[src/rtl/mem_arb_pkg.sv]
// Shared types for the unified-memory arbiter: FSM states and requester identities.
package mem_arb_pkg;

    typedef enum logic [1:0] {
        IDLE,
        BUSY_I,
        BUSY_D
    } arb_state_e;

    typedef enum logic {
        REQ_INSTR,
        REQ_DATA
    } req_id_e;

endpackage

[src/rtl/mem_arbiter_starve_counter.sv]
// Saturating count of data grants taken while fetch was waiting.
module arb_starve_counter #(
    parameter int unsigned LIMIT = 4
) (
    input  logic clk,
    input  logic reset,
    input  logic inc_i,
    input  logic clr_i,
    output logic at_limit_o
);

    localparam int unsigned   CW  = $clog2(LIMIT + 1);
    localparam logic [CW-1:0] LIM = CW'(LIMIT);

    logic [CW-1:0] cnt_q, cnt_d;

    always_comb begin
        cnt_d = cnt_q;
        if (clr_i)
            cnt_d = '0;
        else if (inc_i && (cnt_q != LIM))
            cnt_d = cnt_q + 1'b1;
    end

    always_ff @(posedge clk) begin
        if (reset)
            cnt_q <= '0;
        else
            cnt_q <= cnt_d;
    end

    assign at_limit_o = (cnt_q == LIM);

endmodule

[src/rtl/mem_arbiter.sv]
// Serialises fetch and data requests onto one req/ack memory port; data wins
// by default, fetch is forced through after STARVE_LIMIT consecutive data grants.
module mem_arbiter
    import mem_arb_pkg::*;
#(
    parameter int unsigned ADDR_WIDTH   = 32,
    parameter int unsigned DATA_WIDTH   = 32,
    parameter int unsigned STARVE_LIMIT = 4
) (
    input  logic                    clk,
    input  logic                    reset,
    input  logic                    InstrReq,
    input  logic [ADDR_WIDTH-1:0]   InstrAddr,
    input  logic                    InstrFlush,
    output logic [DATA_WIDTH-1:0]   InstrRData,
    output logic                    InstrValid,
    input  logic                    DataReq,
    input  logic                    DataWE,
    input  logic [ADDR_WIDTH-1:0]   DataAddr,
    input  logic [DATA_WIDTH-1:0]   DataWData,
    input  logic [DATA_WIDTH/8-1:0] DataByteEn,
    output logic [DATA_WIDTH-1:0]   DataRData,
    output logic                    DataValid,
    output logic                    MemReq,
    output logic                    MemWE,
    output logic [ADDR_WIDTH-1:0]   MemAddr,
    output logic [DATA_WIDTH-1:0]   MemWData,
    output logic [DATA_WIDTH/8-1:0] MemByteEn,
    input  logic [DATA_WIDTH-1:0]   MemRData,
    input  logic                    MemAck,
    output logic                    InstrStall,
    output logic                    DataStall
);

    arb_state_e              state_q;
    logic                    discard_q;
    logic                    mem_we_q;
    logic [ADDR_WIDTH-1:0]   mem_addr_q;
    logic [DATA_WIDTH-1:0]   mem_wdata_q;
    logic [DATA_WIDTH/8-1:0] mem_be_q;

    logic    at_limit;
    req_id_e winner;
    logic    grant_i, grant_d;

    assign winner  = (InstrReq && (!DataReq || at_limit)) ? REQ_INSTR : REQ_DATA;
    assign grant_i = (state_q == IDLE) && InstrReq && (winner == REQ_INSTR);
    assign grant_d = (state_q == IDLE) && DataReq  && (winner == REQ_DATA);

    arb_starve_counter #(
        .LIMIT (STARVE_LIMIT)
    ) u_starve (
        .clk        (clk),
        .reset      (reset),
        .inc_i      (grant_d && InstrReq),
        .clr_i      (grant_i),
        .at_limit_o (at_limit)
    );

    always_ff @(posedge clk) begin
        if (reset) begin
            state_q     <= IDLE;
            discard_q   <= 1'b0;
            mem_we_q    <= 1'b0;
            mem_addr_q  <= '0;
            mem_wdata_q <= '0;
            mem_be_q    <= '0;
        end else begin
            case (state_q)
                IDLE: begin
                    if (grant_i) begin
                        state_q     <= BUSY_I;
                        discard_q   <= 1'b0;
                        mem_we_q    <= 1'b0;
                        mem_addr_q  <= InstrAddr;
                        mem_wdata_q <= '0;
                        mem_be_q    <= '1;
                    end else if (grant_d) begin
                        state_q     <= BUSY_D;
                        mem_we_q    <= DataWE;
                        mem_addr_q  <= DataAddr;
                        mem_wdata_q <= DataWData;
                        mem_be_q    <= DataByteEn;
                    end
                end
                BUSY_I: begin
                    // A flush only marks the result dead; the memory cycle still completes.
                    if (MemAck) begin
                        state_q   <= IDLE;
                        discard_q <= 1'b0;
                    end else if (InstrFlush) begin
                        discard_q <= 1'b1;
                    end
                end
                BUSY_D: begin
                    if (MemAck)
                        state_q <= IDLE;
                end
                default: state_q <= IDLE;
            endcase
        end
    end

    assign MemReq     = (state_q != IDLE);
    assign MemWE      = mem_we_q;
    assign MemAddr    = mem_addr_q;
    assign MemWData   = mem_wdata_q;
    assign MemByteEn  = mem_be_q;

    assign InstrValid = (state_q == BUSY_I) && MemAck && !discard_q && !InstrFlush;
    assign DataValid  = (state_q == BUSY_D) && MemAck;
    assign InstrRData = MemRData;
    assign DataRData  = MemRData;

    assign InstrStall = InstrReq && !InstrValid;
    assign DataStall  = DataReq  && !DataValid;

endmodule
[config.mk]
export PLATFORM = sky130hd
export DESIGN_NAME = mem_arbiter
export DESIGN_NICKNAME = d
export VERILOG_FILES = /design/src/rtl/mem_arb_pkg.sv /design/src/rtl/mem_arbiter_starve_counter.sv /design/src/rtl/mem_arbiter.sv
export SDC_FILE = /design/constraint.sdc
export NUM_CORES = 1
export LEC_CHECK = 0
export BUFFER_PORTS_ARGS = -buffer_cell sky130_fd_sc_hd__buf_2
export CAP_MARGIN = 20
export CORE_AREA = 2 2 108 110
export CTS_CLUSTER_DIAMETER = 100
export DETAILED_ROUTE_END_ITERATION = 8
export DIE_AREA = 0 0 110 112
export PLACE_DENSITY = 0.66
export SETUP_SLACK_MARGIN = 0.3
export SLEW_MARGIN = 30
export SYNTH_ARGS = -nofsm -noshare
export SYNTH_HDL_FRONTEND = slang
export SYNTH_SLANG_ARGS = --single-unit
[constraint.sdc]
create_clock -name clk -period 2.3 [get_ports clk]
set_input_delay 0 -clock clk [delete_from_list [all_inputs] [get_ports clk]]
set_output_delay 0 -clock clk [all_outputs]
set_load 0.02 [all_outputs]
==> metrics.txt, run 1 <==
final setup violating endpoints=0; Area contributors post-synth=dfxtp_1 (43%), buf_4 (14%), nor3_1 (14%); Slew headroom=0.581; Pleak=2.39 nW; fillcell total=1027; final net count=735; Layout Skew=0.00596 ns; vias in the first global route=3691; core area=11200 µm²; H-Tree Depth=3; crit-path max FO=28; most frequent cells after synthesis=nor3_1 (97), dfxtp_1 (75), buf_4 (66); worst skew pair latency=0.33 ns; CP required=2.57 ns; ys flop type=dfxtp_1; initial antenna violation count=0; cell with the most instances after synthesis=nor3_1; Post-DRT Antenna Nets=0; CTS max path bufs=2; WP data arrival=2.10 ns; warning count from the yosys run=0; Worst setup SP type=flip-flop; max frequency=0.547 GHz; drt drc=0; Iteration-0 DRC Markers=223; worst slew pin tran=0.626 ns; root buf cell=clkbuf_16; CP Class=flip-flop to flip-flop; crit share post-route=0.795; Syn Inst Count=391; final-report max-slew violation count=0; placed cells=629; first-pass GRT wire length=17500 µm; DR vias/cell=4.96; global route overflow=0; outcome=completed; Synth top area share=0.428; Die ar.=12300 µm²; I/O Buffers=180; Mapped Nets=535; Initial Util=0.314; area leader, netlist=dfxtp_1; total track usage=0.185; post-synthesis instance area=3510 µm²; placed wire-length estimate=7140 µm; Peak VDD IR=426 µV; sequential element share of the synthesized area=0.428; P&R area growth vs syn=50.5%; Worst setup EP type=flip-flop; CTS tree=yes; Final Non-Filler Cells=737; Synth async-reset ratio=0; Clock transition at path regs=0.06 ns; layout cell share with drive strength beyond 1=0.359; final hold viol count=0; flops & latches, synth=75; worst min path class=input pin to primary output; chip height=112 µm; DR WL/cell=15.8 µm; first drt pass iteration count=4; final wirelength=11600 µm; RSZ-0062 raised after global routing=no; pwr dens=715 nW/µm²; setup TNS=0 ns; Post-synth EDFFs=0; largest net degree at the start of global routing=42; CTS sink count=75; GPL Wtd Cong=0.754; syn_area_per_cell=8.97 µm²; routed vias=3657; Cell Rows=39; fin crit period=1.83 ns; TritonCTS buffer count=9; maxcap violations=0; I/O pins=277; die width=110 µm; Yosys cell types=36; # diodes=0
[critical path, cell delays in order (launching register included)]
cell and delay (ns):
dfxtp_1 0.32, inv_1 0.08, ha_1 0.30, nand2_2 0.32, nor3_4 0.23, buf_4 0.31
a22o_1 0.19
[metrics by stage]
stage                      util  worst slack (ns)  area, µm²  hold WS, ns  total power [mW]
after CTS                 0.472             0.448       5280     0.000200              3.82
after detailed placement  0.361             0.255       4040     0.000200              2.28
after global routing      0.472             0.313       5280    0.0000501              3.97
after global placement    0.361             0.383       4040     0.000200              2.27
final                     0.472             0.470       5280    0.0000128              3.77
after floorplan               -             0.745       3510       0.0927              2.14
[cells in the final DEF (no fill, tap or decap), types with 7 or more instances in the layout]
master	count
dfxtp_1	75
clkbuf_16	9
a22o_1	29
o21ai_0	30
buf_2	180
a21oi_1	8
nor3_1	97
dlygate4sd3_1	94
nand2_1	7
[where the power goes]
| group | switching (mW) | internal (mW) | leakage, nW | total (mW) |
|---|---|---|---|---|
| clock | 0.523 | 0.856 | 0.133 | 1.38 |
| combinational | 0.498 | 0.400 | 1.63 | 0.898 |
| sequential | 0.0676 | 1.43 | 0.620 | 1.49 |
[registers in the layout, indices dropped and copies added, names as in the netlist]
| signal | count |
|---|---|
| state_q | 2 |
| MemWE | 1 |
| discard_q | 1 |
| MemWData | 32 |
| MemByteEn | 4 |
| MemAddr | 32 |
| u_starve.cnt_q | 3 |
[cell families after synthesis]
group	count (synthesis)	synth area share
simple gates	122	0.184
buf+inv	99	0.190
compound gates	89	0.178
flops	75	0.428
fa+ha+maj	5	0.0178
xor+xnor	1	0.00250
[per-layer routing]
metal  share of wire  global-route usage  wire length [µm]
met3           0.092              0.0498              1070
met2            0.48               0.318              5630
met5               0                   0                 0
met1            0.38               0.190              4460
met4           0.041               0.131               475
[area by class of cell]
type	instances	area [µm²]	share of cell area
well taps	143	179	0.0339
clock buffers	10	239	0.0453
flip-flops and latches	75	1500	0.285
clock inverters	4	52.6	0.00996
multi-input cells	217	1360	0.257
inverters	6	22.5	0.00427
repair buffers	282	1930	0.365
[what timing repair did]
action	CTS	global route
buffers inserted	0	0
resized for setup	1	0
endpoints found under the hold margin	68	0
hold buffers	94	0
endpoints found under the setup margin	28	0
[path summary, 6_finish.rpt]
kind	slack [ns]	depth (start not counted)	startpoint	to
max reg2reg	0.47	6	state_q[0]	MemWData[21]
min reg2reg	0.45	2	MemWData[10]	MemWData[10]
max	0.47	6	state_q[0]	MemWData[21]
min	0.00001	0	MemRData[6]	InstrRData[6]
Power figures use the tool's default switching activity.
==> run 2: changes to the inputs <==
--- a/config.mk
+++ b/config.mk
@@ -5,13 +5,14 @@
 export SDC_FILE = /design/constraint.sdc
 export NUM_CORES = 1
 export LEC_CHECK = 0
+export ABC_AREA = 1
 export BUFFER_PORTS_ARGS = -buffer_cell sky130_fd_sc_hd__buf_2
 export CAP_MARGIN = 20
 export CORE_AREA = 2 2 108 110
 export CTS_CLUSTER_DIAMETER = 100
 export DETAILED_ROUTE_END_ITERATION = 8
 export DIE_AREA = 0 0 110 112
-export PLACE_DENSITY = 0.66
+export PLACE_DENSITY = 0.71
 export SETUP_SLACK_MARGIN = 0.3
 export SLEW_MARGIN = 30
 export SYNTH_ARGS = -nofsm -noshare
==> constraint.sdc (replaced) <==
create_clock -name clk -period 1.6 [get_ports clk]
set_input_delay 0 -clock clk [delete_from_list [all_inputs] [get_ports clk]]
set_output_delay 0 -clock clk [all_outputs]
set_load 0.02 [all_outputs]
==> run 2 against run 1 <==
Utilization is 13 points higher. Global-route usage is 3.1 points higher. Area after synthesis is 8.0% higher. Synthesized cell count grew 29%. Hold slack barely moved. Die area unchanged.
==> metrics.txt, run 2 <==
Worst setup EP type=flip-flop; crit share post-route=0.906 (+0.110); core area=11200 µm² (unchanged); worst skew pair latency=0.33 ns (about the same); maxcap violations=0 (unchanged); P&R area growth vs syn=78.0%; setup TNS=0 ns (unchanged); CP Class=flip-flop to flip-flop; first-pass GRT wire length=20700 µm (+18%); DR WL/cell=16.7 µm (+5.9%); Cell Rows=39 (unchanged); Peak VDD IR=566 µV (+33%); cell with the most instances after synthesis=nand2_1; footprint of the multi-input gates=2090 µm² (+54%); worst r2r src=state_q[0]; placed cells=739 (+17%); WP data arrival=1.64 ns (-0.46 ns); Post-synth EDFFs=0 (unchanged); area leader, netlist=dfxtp_1; Layout Skew=0.00721 ns (+0.00125 ns); flops & latches, synth=75 (unchanged); chip height=112 µm (unchanged); RSZ-0062 raised after global routing=yes; GR Util met3=0.0480 (-0.00176); Final Non-Filler Cells=884 (+20%); most crowded layer after global routing=met2; # diodes=0 (unchanged); Initial Util=0.339 (+0.0250); final net count=880 (+20%); fillcell total=901 (-12%); Hold Path End=InstrRData[16]; commonest non-fill, non-tap cell in the layout=buf_2; die width=110 µm (unchanged); commonest cells after routing, fill and taps aside=buf_2 (177), dlygate4sd3_1 (101), dfxtp_1 (71); GPL Wtd Cong=0.779 (+3.3%); I/O pins=277 (unchanged); Mapped Nets=647 (+21%); warning count from the yosys run=0 (unchanged); drt drc=0 (unchanged); Post-DRT Antenna Nets=0 (unchanged); Slew headroom=0.643 (+0.0620); CTS max path bufs=2 (unchanged); met2 GRT Util=0.397 (+0.0785); outcome=completed; met1 GRT Util=0.231 (+0.0405); final setup violating endpoints=0 (unchanged); Worst setup SP type=flip-flop; TritonCTS buffer count=9 (unchanged); CTS tree=yes; Synth async-reset ratio=0 (unchanged); final hold viol count=0 (unchanged); Area contributors post-synth=dfxtp_1 (40%), buf_4 (13%), nand2_1 (8.3%); min-delay src=MemRData[16]; most frequent cells after synthesis=nand2_1 (84), nor2_1 (77), dfxtp_1 (75); syn_area_per_cell=7.52 µm² (-16%); Die ar.=12300 µm² (unchanged); max frequency=0.690 GHz (+26%); routed vias=4348 (+19%); Critical Path Start=state_q[0]; post-synthesis instance area=3780 µm² (+8.0%); RR Endpoint=MemWData[9]; I/O Buffers=180 (unchanged); Synth top area share=0.397 (-0.0316); total track usage=0.216 (+0.0308); Clock transition at path regs=0.06 ns (about the same); H-Tree Depth=3 (unchanged); root buf cell=clkbuf_16; placed wire-length estimate=6870 µm (-3.8%); Pleak=3.08 nW (+29%); layout cell share with drive strength beyond 1=0.449 (+0.0908); final wirelength=14800 µm (+27%); ys flop type=dfxtp_1; Iteration-0 DRC Markers=272 (+22%); crit-path max FO=7 (-75%); hold depth=0 (unchanged); post-layout util=0.603 (+0.131); slack of the worst reg-to-reg path=0.15 ns (-0.32 ns); global route overflow=0 (unchanged); Syn Inst Count=503 (+29%); vias in the first global route=4359 (+18%); pwr dens=906 nW/µm² (+27%); largest net degree at the start of global routing=41 (-2.4%); CP required=1.79 ns (-0.78 ns); CTS sink count=75 (unchanged); sequential element share of the synthesized area=0.397 (-0.0316); worst min path class=input pin to primary output; Seq. cell area=1510 µm² (+0.33%); Worst R2R Path Depth=9 (+3); DR vias/cell=4.92 (-0.88%); Power Total=6.11 mW (+62%); initial antenna violation count=0 (unchanged); Yosys cell types=21 (-42%); fin crit period=1.45 ns (-0.380 ns); worst slew pin tran=0.535 ns (-0.0916 ns); pre-CTS worst setup slack=0.0936 ns (-0.161 ns); first drt pass iteration count=4 (unchanged); final-report max-slew violation count=0 (unchanged); Final WS setup=0.151 ns (-0.320 ns)
[run 2: cell count changes after synthesis, sizes merged, moves of 10 or more]
cell    before  now
nand2        8   86
nor2         1   77
buf         78   88
nand3        1   37
a21oi        8   38
a22o        29    0
o21ai       35    0
nand3b       0   32
nor3        98   41
[run 2: power by group]
group | internal (mW) | switching [mW]
registers | 2.04 | 0.0864
clock network | 1.20 | 0.765
logic | 0.927 | 1.08
[run 2: stage by stage]
stage / cell area, µm² / hold WS [ns]
after global placement: 4350 / 0.000208
after CTS: 6160 / 0.000208
after detailed placement: 4350 / 0.000208
final: 6740 / 0.00000899
after floorplan: 3810 / 0.0584
after global routing: 6740 / 0.0000456
[run 2: critical path: stages (launching register included)]
cell and delay, ns:
dfxtp_2 0.35, inv_2 0.06, ha_4 0.19, nand2_8 0.09, inv_8 0.04, nand2_8 0.13
buf_12 0.19, clkinv_16 0.08, nand2_1 0.10, a21oi_2 0.07
[run 2: kinds of logic (layout without fill, tap and decap cells)]
kind of cell,after synthesis,after routing,synth area share
compound gates,38,38,0.0502
flops,75,75,0.397
buf+inv,110,348,0.188
fa+ha+maj,5,5,0.0165
simple gates,274,274,0.346
xor+xnor,1,1,0.00231
[run 2: worst max path at each step]
stage,slack (ns),to
after floorplan,0.29,InstrStall
after CTS,0.21,InstrStall
after global placement,0.14,MemWData[3]
final,0.15,MemWData[9]
after detailed placement,0.09,MemWData[1]
after global routing,0.09,MemWData[9]
[run 2: repair_timing]
item / 4_1_cts / 5_1_grt
cloned: 7 / 8
hold endpoints to repair: 69 / 0
pin swaps: 9 / 13
buffers inserted: 10 / 3
hold buffers: 101 / 0
gates resized for setup: 64 / 104
endpoints found under the setup margin: 77 / 79
[run 2: layout make-up]
| class | count | area share |
|---|---|---|
| Inverter | 15 | 0.0145 |
| Timing Repair inverter | 5 | 0.0124 |
| Sequential cell | 75 | 0.224 |
| Tap cell | 143 | 0.0266 |
| Multi-Input combinational cell | 318 | 0.310 |
| Clock inverter | 5 | 0.00799 |
| Timing Repair Buffer | 312 | 0.370 |
| Clock buffer | 11 | 0.0345 |
[run 2: routing by layer]
layer	part of all wire	wire length [µm]
met3	0.062	924
met5	0	0
met2	0.53	7840
met1	0.38	5580
met4	0.030	449
==> run 3: changes to the inputs <==
==> constraint.sdc (replaced) <==
create_clock -name clk -period 1.6 [get_ports clk]
set_input_delay 0.08 -clock clk [delete_from_list [all_inputs] [get_ports clk]]
set_output_delay 0.08 -clock clk [all_outputs]
set_load 0.02 [all_outputs]
==> run 3 against run 2 <==
Clock power shrank 7%. Critical endpoint is now MemAddr[9]. Flip-flop and latch count did not move. Via count fell by 10%. Sequential power about the same. Die area did not move. Critical path depth stayed put. Register-to-register slack barely moved. Utilization shrank 7.4 points. Hold slack improved by 0.0036 ns. Clock skew down 0.0023 ns.
==> metrics.txt, run 3 (synthesis gave the netlist of run 2 again) <==
worst min path class=input pin to flip-flop; drt drc=0 (unchanged); global route overflow=0 (unchanged); routed vias=3909 (-10%); CTS max path bufs=2 (unchanged); Clock power frac=0.320 (-0.002); final hold viol count=0 (unchanged); final setup violating endpoints=0 (unchanged); Cell Rows=39 (unchanged); I/O pins=277 (unchanged); Comb pwr share=0.309 (-0.020); vias in the first global route=3779 (-13%); DR WL/cell=15.7 µm (-6.1%); total track usage=0.193 (-0.0229); Slew headroom=0.665 (+0.0215); Net Sw Power=1.80 mW (-6.9%); placed cells=741 (+0.27%); # diodes=0 (unchanged); CTS tree=yes; placed wire-length estimate=7230 µm (+5.2%); Power Total=5.74 mW (-6.0%); Post-DRT Antenna Nets=0 (unchanged); final-report max-slew violation count=0 (unchanged); H-Tree Depth=3 (unchanged); Iteration-0 DRC Markers=289 (+6.3%); Pleak=2.71 nW (-12%); WP data arrival=1.66 ns (+0.02 ns); most frequent CP cell=nand2_8; maxcap violations=0 (unchanged); first-pass GRT wire length=18400 µm (-11%); RSZ-0062 raised after global routing=yes; commonest cells after routing, fill and taps aside=buf_2 (176), nand2_1 (77), dfxtp_1 (71); Initial Util=0.339 (unchanged); Worst setup EP type=flip-flop; dpl cell area=4370 µm² (+0.55%); power share of the sequential group=0.371 (+0.022); P_int=3.94 mW (-5.6%); largest net degree at the start of global routing=41 (unchanged); CP Class=flip-flop to flip-flop; Worst setup SP type=flip-flop; worst skew pair latency=0.33 ns (about the same); core area=11200 µm² (unchanged); GPL Wtd Cong=0.767 (-1.6%); chip height=112 µm (unchanged); slack of the worst reg-to-reg path=0.16 ns (about the same); outcome=completed; root buf cell=clkbuf_16; layout cell share with drive strength beyond 1=0.487 (+0.0373); slowest CP cell=dfxtp_4; DR vias/cell=4.78 (-2.7%); pwr dens=972 nW/µm² (+7.2%); Die ar.=12300 µm² (unchanged); final wirelength=12800 µm (-13%); max frequency=0.696 GHz (+0.87%); TritonCTS buffer count=9 (unchanged); CTS sink count=75 (unchanged); initial antenna violation count=0 (unchanged); crit path buf inv count=4 (unchanged); fin crit period=1.44 ns (-0.0125 ns); pre-CTS worst setup slack=-0.0235 ns (-0.117 ns); final net count=817 (-7.2%); first drt pass iteration count=4 (unchanged); Clock transition at path regs=0.06 ns (about the same); CP delay by family, top=buffers and inverters; commonest non-fill, non-tap cell in the layout=buf_2; die width=110 µm (unchanged); Peak VDD IR=449 µV (-21%); P&R area growth vs syn=56.0%; Layout Skew=0.00490 ns (-0.00231 ns); Design Area, Final=5910 µm² (-12%); I/O Buffers=180 (unchanged); switching fraction of total power=0.314 (-0.00305); Final Non-Filler Cells=817 (-7.6%); crit share post-route=0.898 (-0.00784); Final WS setup=0.163 ns (+0.0125 ns); worst slew pin tran=0.503 ns (-0.0322 ns); crit-path max FO=8 (+1); slowest stage delay, CP=0.36 ns (about the same); Cell Chain, Critical Path=inv_2 > ha_4 > nand2_8 > inv_8 > nand2_8 > buf_12 > clkbuf_16 > nor2_1 > nor3_1; CP required=1.83 ns (+0.04 ns)
## run 3: routing by layer
layer  wire length [µm]  part of all wire  GRT usage  up-vias
li1                   -                 -          -     1912
met1               5390              0.42      0.231     1816
met2               6250              0.49      0.317      144
met3                803             0.063     0.0457       37
met4                387             0.030      0.100        0
met5                  0                 0          0        -
## run 3: power groups by stage
stage	clock [mW]	sequential (mW)	combinational, mW
after floorplan	0	2.36	0.830
after global placement	0	2.16	1.24
after detailed placement	0	2.16	1.24
after CTS	1.88	2.13	1.51
after global routing	1.97	2.15	1.91
final	1.84	2.13	1.77
## run 3: what timing repair did
item                       in CTS  in global routing
hold buffers                   34                  0
pin swaps                      10                  8
resized for setup              79                 63
cloned                          4                  9
setup buffers                   9                  8
hold endpoints to repair       34                  0
setup endpoints to repair      79                 80
## run 3: worst reg2reg max path: cells and delay by family, from the launching register on
kind / cells / cell delay, ns
adders and majority gates: 1 / 0.18
DFF: 1 / 0.36
buffers and inverters: 4 / 0.48
and+or+nand+nor: 4 / 0.31
## run 3: worst paths after layout
check           startpoint           to  cells past startpoint
max             state_q[0]   MemAddr[9]                      9
min          InstrAddr[25]  MemAddr[25]                      3
max reg2reg     state_q[0]   MemAddr[9]                      9
min reg2reg    MemWData[1]  MemWData[1]                      2
## run 3: metrics by stage
step	hold slack [ns]	utilization	setup TNS (ns)
final	0.00359	0.528	0
after global routing	0.0195	0.528	0
after CTS	0.00175	0.484	0
after detailed placement	0.160	0.391	-0.222
after global placement	0.160	0.391	0
after floorplan	0.202	-	0
## run 3: layout make-up
cell class / instances / area, µm²
inverter: 15 / 105
tap: 143 / 179
multi-input combinational: 319 / 1970
clock buffer: 12 / 256
timing repair buffer: 249 / 1830
timing repair inverter: 4 / 55.1
fill: 1031 / 5270
sequential: 75 / 1510
